===== src/rtl/fast_pkg.sv =====
// Shared types for the FAST keypoint scheduler:
// keypoint record, frame FSM states and coordinate widths.
package fast_pkg;
  localparam int X_W = 10;
  localparam int Y_W = 9;
  localparam int S_W = 16;
  localparam int C_W = 10;

  typedef struct packed {
    logic [X_W-1:0] x;
    logic [Y_W-1:0] y;
    logic [S_W-1:0] score;
  } kp_t;

  typedef enum logic [1:0] {
    IDLE,
    ACTIVE,
    DRAIN,
    DONE
  } sched_state_e;
endpackage


===== src/rtl/fast_kp_fifo.sv =====
// First-word-fall-through keypoint buffer.
// Output reads as zero while empty.
module fast_kp_fifo
  import fast_pkg::*;
#(
  parameter int DEPTH = 16
) (
  input  logic i_clk,
  input  logic i_rst_n,
  input  logic push,
  input  kp_t  din,
  output logic full,
  input  logic pop,
  output kp_t  dout,
  output logic empty
);
  localparam int AW = $clog2(DEPTH);

  kp_t mem [DEPTH];
  logic [AW:0] wr_ptr;
  logic [AW:0] rd_ptr;
  logic do_push;
  logic do_pop;

  assign empty = wr_ptr == rd_ptr;
  assign full = (wr_ptr[AW] != rd_ptr[AW])
    && (wr_ptr[AW-1:0] == rd_ptr[AW-1:0]);
  assign do_push = push && !full;
  assign do_pop = pop && !empty;

  always_ff @(posedge i_clk or negedge i_rst_n) begin
    if (!i_rst_n) begin
      wr_ptr <= '0;
      rd_ptr <= '0;
    end else begin
      if (do_push) wr_ptr <= wr_ptr + 1'b1;
      if (do_pop) rd_ptr <= rd_ptr + 1'b1;
    end
  end

  always_ff @(posedge i_clk) begin
    if (do_push) mem[wr_ptr[AW-1:0]] <= din;
  end

  assign dout = empty ? '0 : mem[rd_ptr[AW-1:0]];
endmodule


===== src/rtl/fast_keypoint_scheduler.sv =====
// Qualifies FAST scores, buffers keypoints and
// drains them per frame under a keypoint budget.
module fast_keypoint_scheduler
  import fast_pkg::*;
#(
  parameter int IMG_W      = 640,
  parameter int IMG_H      = 480,
  parameter int BORDER     = 3,
  parameter int MAX_KP     = 500,
  parameter int FIFO_DEPTH = 16
) (
  input  logic           i_clk,
  input  logic           i_rst_n,
  input  logic           i_enable,
  input  logic [15:0]    i_threshold,
  input  logic           i_image_vs,
  input  logic           i_image_hs,
  input  logic           i_image_en,
  input  logic [15:0]    i_image_data,
  output logic           o_kp_valid,
  input  logic           i_kp_ready,
  output logic [X_W-1:0] o_kp_x,
  output logic [Y_W-1:0] o_kp_y,
  output logic [S_W-1:0] o_kp_score,
  output logic [C_W-1:0] o_kp_count,
  output logic           o_overflow,
  output logic           o_frame_done
);
  localparam logic [X_W-1:0] X_LO  = X_W'(BORDER);
  localparam logic [X_W-1:0] X_HI  = X_W'(IMG_W - 1 - BORDER);
  localparam logic [X_W-1:0] X_MAX = X_W'(IMG_W - 1);
  localparam logic [Y_W-1:0] Y_LO  = Y_W'(BORDER);
  localparam logic [Y_W-1:0] Y_HI  = Y_W'(IMG_H - 1 - BORDER);
  localparam logic [Y_W-1:0] Y_MAX = Y_W'(IMG_H - 1);
  localparam logic [C_W-1:0] MAX_C = C_W'(MAX_KP);

  sched_state_e state, state_n;

  logic vs_q, vs_d, hs_q, hs_d, en_q, enable_q;
  logic [S_W-1:0] data_q, thr_q, thr;
  logic [X_W-1:0] x_cnt;
  logic [Y_W-1:0] y_cnt;
  logic vs_rise, vs_fall, hs_fall;
  logic frame_start, in_x, in_y, qual;
  logic full, empty;
  kp_t  push_kp, head_kp;

  // vs history resets high so a frame already in
  // progress at reset release is never taken as a start
  always_ff @(posedge i_clk or negedge i_rst_n) begin
    if (!i_rst_n) begin
      vs_q     <= 1'b1;
      vs_d     <= 1'b1;
      hs_q     <= 1'b0;
      hs_d     <= 1'b0;
      en_q     <= 1'b0;
      enable_q <= 1'b0;
      data_q   <= '0;
      thr_q    <= '0;
    end else begin
      vs_q     <= i_image_vs;
      vs_d     <= vs_q;
      hs_q     <= i_image_hs;
      hs_d     <= hs_q;
      en_q     <= i_image_en;
      enable_q <= i_enable;
      data_q   <= i_image_data;
      thr_q    <= i_threshold;
    end
  end

  assign vs_rise = vs_q && !vs_d;
  assign vs_fall = !vs_q && vs_d;
  assign hs_fall = !hs_q && hs_d;
  assign frame_start = (state == IDLE) && vs_rise && enable_q;

  assign in_x = (x_cnt >= X_LO) && (x_cnt <= X_HI);
  assign in_y = (y_cnt >= Y_LO) && (y_cnt <= Y_HI);
  assign qual = (state == ACTIVE) && en_q && (data_q >= thr)
    && in_x && in_y && (o_kp_count < MAX_C);

  always_ff @(posedge i_clk or negedge i_rst_n) begin
    if (!i_rst_n) begin
      x_cnt <= '0;
      y_cnt <= '0;
    end else if (frame_start) begin
      x_cnt <= '0;
      y_cnt <= '0;
    end else if (hs_fall) begin
      x_cnt <= '0;
      if (y_cnt != Y_MAX) y_cnt <= y_cnt + 1'b1;
    end else if (en_q && (x_cnt != X_MAX)) begin
      x_cnt <= x_cnt + 1'b1;
    end
  end

  always_ff @(posedge i_clk or negedge i_rst_n) begin
    if (!i_rst_n) begin
      thr        <= '0;
      o_kp_count <= '0;
      o_overflow <= 1'b0;
    end else if (frame_start) begin
      thr        <= thr_q;
      o_kp_count <= '0;
      o_overflow <= 1'b0;
    end else begin
      if (qual && !full) o_kp_count <= o_kp_count + 1'b1;
      if (qual && full) o_overflow <= 1'b1;
    end
  end

  always_ff @(posedge i_clk or negedge i_rst_n) begin
    if (!i_rst_n) state <= IDLE;
    else state <= state_n;
  end

  always_comb begin
    state_n = state;
    unique case (state)
      IDLE:    if (frame_start) state_n = ACTIVE;
      ACTIVE:  if (vs_fall) state_n = DRAIN;
      DRAIN:   if (empty) state_n = DONE;
      DONE:    state_n = IDLE;
      default: state_n = IDLE;
    endcase
  end

  assign push_kp = '{x: x_cnt, y: y_cnt, score: data_q};

  fast_kp_fifo #(
    .DEPTH(FIFO_DEPTH)
  ) u_fifo (
    .i_clk  (i_clk),
    .i_rst_n(i_rst_n),
    .push   (qual),
    .din    (push_kp),
    .full   (full),
    .pop    (i_kp_ready),
    .dout   (head_kp),
    .empty  (empty)
  );

  assign o_kp_valid   = !empty;
  assign o_kp_x       = head_kp.x;
  assign o_kp_y       = head_kp.y;
  assign o_kp_score   = head_kp.score;
  assign o_frame_done = state == DONE;
endmodule


===== config.mk =====
export PLATFORM = sky130hd
export DESIGN_NAME = fast_keypoint_scheduler
export DESIGN_NICKNAME = d
export VERILOG_FILES = /design/src/rtl/fast_pkg.sv /design/src/rtl/fast_kp_fifo.sv /design/src/rtl/fast_keypoint_scheduler.sv
export SDC_FILE = /design/constraint.sdc
export NUM_CORES = 1
export LEC_CHECK = 0
export CAP_MARGIN = 20
export CORE_MARGIN = 3
export CORE_UTILIZATION = 50
export DETAILED_ROUTE_END_ITERATION = 12
export GPL_ROUTABILITY_DRIVEN = 0
export HOLD_SLACK_MARGIN = 0.05
export PLACE_DENSITY_LB_ADDON = 0.15
export SYNTH_ARGS = -nofsm -noshare
export SYNTH_HDL_FRONTEND = slang
export SYNTH_SLANG_ARGS = --single-unit

===== constraint.sdc =====
create_clock -name i_clk -period 6.8 [get_ports i_clk]
set_input_delay 1.36 -clock i_clk [delete_from_list [all_inputs] [get_ports i_clk]]
set_output_delay 1.36 -clock i_clk [all_outputs]
set_load 0.01 [all_outputs]

==> metrics.csv <==
stage,metric,value,unit
cells_and_area,layout-drive-gt1-share,23.31,%
global_route,grt_max_degree,144,
timing,timing.final.ws_setup,1.596,ns
synth,post_synth.cell_area_avg,21.03,um^2
critical_path,crit_chain,xor2_1 -> nor4_1 -> and2_2 -> buf_4 -> nor2b_1 -> clkdlybuf4s50_1,
cells_and_area,finalCoreUtilization,58.54,%
clock_tree,ctsResizeCount,0,
cells_and_area,register_area,0.01923,mm^2
timing,max_slew_margin,31.18,%
die,chipHeight,232.3,um
synth,yosysMostFrequentCell,edfxtp_1,
timing,max_freq,0.1921,GHz
place,portBuffers,86,
route,drc,0,
clock_tree,clock_latency,0.59,ns
synth,synth_seq_cells,656,
place,post-place-ws,2.189,ns
route,drtPass1Iterations,5,
critical_path,crit_type,flop to output port,
clock_tree,hold_buffers,0,
route,final_antenna_net_count,0,
route,totalWireLength,55740,um
timing,final_hold_viol_count,0,
critical_path,crit_family,simple AND/OR/NAND/NOR gates,
cells_and_area,num_antenna_cells,0,
die,io_pins,87,
synth,synth_cell_type_count,57,
cells_and_area,fin_nets,1406,
global_route,grt_pass1_wl,83620,um
global_route,grt_overflow,0,
synth,synthFlopType,edfxtp_1,
synth,synth_area_leaders,"edfxtp_1 66%, mux4_2 15%, dfrtp_1 9.2%",
synth,async_flop_share,14.63,%
timing,finalCriticalPeriod,5.204,ns
route,vias,12230,
synth,netlist_instances,1218,
clock_tree,clock_sinks,656,
hold_path,hp-class,flop to flop,
die,rows,82,
power,cellPowerDensity,384.6,mW/mm^2
critical_path,cp-start-kind,flop,
global_route,grt_usage,21.49,%
die,dieWidth,232.3,um
critical_path,worst_ep_arrival_time,3.84,ns
synth,synth_fp_nets,1287,
clock_tree,post_cts_buffers,0,
run_status,status,"complete, no violations",
clock_tree,clock_path_buffers,3,
timing,finClkSkew,0.02284,ns
critical_path,cp_num_buf_inv,2,
power,irDropWorstVdd,371.6,uV
timing,period_share,76.54,%
clock_tree,htree_levels,3,
global_route,grt_pass1_vias,12700,
die,dieArea,0.05397,mm^2
die,core,0.05038,mm^2
power,p_leak,9.851,nW
flow_run,drv_cap,0,
route,drt_iter0_drc,1266,
cells_and_area,num-fill-cells,3707,
synth,yosys-top-cells-count,"560 x edfxtp_1, 175 x mux4_2, 94 x dfrtp_1",
critical_path,end_kind,output port,
timing,drv_slew,0,
timing,finalSetupTns,0,ns
timing,worstMarginPinSlew,1.032,ns
critical_path,critical_path.max_stage_delay,1.00,ns
critical_path,crit_path_top_delay_cell,dfrtp_4,
timing,rsz0062_at_grt,no,
clock_tree,cts_made_buffers,68,
synth,yosysWarnings,0,
synth,synth_top_area_cell,edfxtp_1,
route,via_per_inst,5.930,
critical_path,crit_fanout,38,
critical_path,cp.required,5.44,ns
clock_tree,cts.clk_slew.worst_paths,0.06,ns
cells_and_area,multiInputGateArea,0.006046,mm^2
route,wl_per_cell,27.03,um
clock_tree,root_buffer,clkbuf_16,
synth,synth_top_area_share,65.66,%
global_route,antenna_found_initial,0,
cells_and_area,syn2layout_area_growth,15.13,%
clock_tree,cts_tree,done,
synth,syn-cell-area,0.02561,mm^2
synth,synth-seq-area-share,75.05,%
timing,finalSetupViolations,0,
synth,synth_edf_count,560,
place,post-dp-hpwl,28020,um
die,start_util,50.84,%
worst register-to-register path: stages (launching register included):
cell,delay [ns]
dfrtp_1,0.58
ha_1,0.42
nand4_1,0.15
a211o_1,0.31
o32ai_2,0.31
o211ai_2,0.25
nor2_1,0.73
and4b_2,1.10
buf_4,0.37
state kept, by name, indices dropped and copies added (netlist names), 5 cells and up:
register,cells
data_q,16
o_kp_count,10
thr,16
thr_q,16
u_fifo.mem,560
u_fifo.rd_ptr,5
u_fifo.wr_ptr,5
x_cnt,10
y_cnt,9
per-stage QoR:
| step | total power, mW | cell area [um^2] | cells | hold WS, ns |
|---|---|---|---|---|
| final | 11.34 | 29490 | 2062 | 0.3840 |
| after CTS | 11.50 | 29490 | 2062 | 0.3839 |
| after detailed placement | 7.886 | 27300 | 1939 | 0.3757 |
| after global placement | 7.870 | 27300 | 1939 | 0.3724 |
| after floorplan | 6.799 | 25610 | 1218 | 0.3556 |
| after global routing | 11.87 | 29490 | 2062 | 0.3904 |
layout by cell type (no fill, tap or decap), types with 4 or more instances in the layout:
cell type	netlist	final
nor4b_2	0	4
and3_1	6	6
mux2i_1	4	4
xor2_1	17	17
clkbuf_8	0	7
nand2b_1	6	6
ha_1	30	30
nor4_1	6	6
o21ai_1	4	4
dfrtp_1	94	90
edfxtp_1	560	560
buf_4	7	19
clkbuf_16	0	74
and4b_4	0	4
nor2b_1	36	36
clkbuf_1	31	20
mux4_2	175	175
nand3_1	14	14
xnor2_1	11	11
nand2_1	35	35
o21ai_0	21	21
and4b_2	0	5
clkdlybuf4s50_1	0	85
clkinv_2	0	13
a21oi_1	11	11
clkinv_1	1	5
inv_1	32	32
nand4_1	13	13
nor2_1	22	22
power breakdown:
part	leakage (nW)	total, mW	internal [mW]	switching [mW]
combinational	2.53	2.95	1.64	1.31
clock	1.08	3.60	2.14	1.46
sequential	6.25	4.79	4.55	0.245
total	9.85	11.3	8.32	3.02
cells by family after synthesis:
kind of cell,synth area share (%)
AO/OA/AOI/OAI,1.475
XOR/XNOR,0.9575
adder cells (fa/ha/maj),1.466
buffers and inverters,1.573
flip-flops,75.05
multiplexers,15.63
AND/OR/NAND/NOR,3.850
path summary, 6_finish.rpt:
path,from,end,slack [ns],cells past startpoint
setup / recovery,u_fifo.rd_ptr[3],o_kp_score[3],1.60,6
setup reg to reg,data_q[9],u_fifo.mem[6][9],2.28,8
hold reg to reg,vs_q,vs_d,0.38,0
hold / removal,vs_q,vs_d,0.38,0
max in group asynchronous,i_rst_n,u_fifo.rd_ptr[1],4.75,2
min in group asynchronous,i_rst_n,hs_d,0.85,1
cell type report:
class                           count  area share, %
Clock inverter                     22         0.5558
Inverter                           34         0.4328
Clock buffer                      101          6.861
Timing Repair Buffer              107          3.573
Sequential cell                   656          65.22
Multi-Input combinational cell    470          20.50
Tap cell                          672          2.851
metal layers:
layer / up-vias / GRT usage [%] / share of wire, %
li1: 5194 / - / -
met1: 6547 / 31.58 / 43
met2: 418 / 34.22 / 49
met3: 69 / 3.263 / 6.2
met4: 0 / 5.674 / 1.6
met5: - / 0 / 0
No activity file was read; power rests on OpenSTA's default activity.
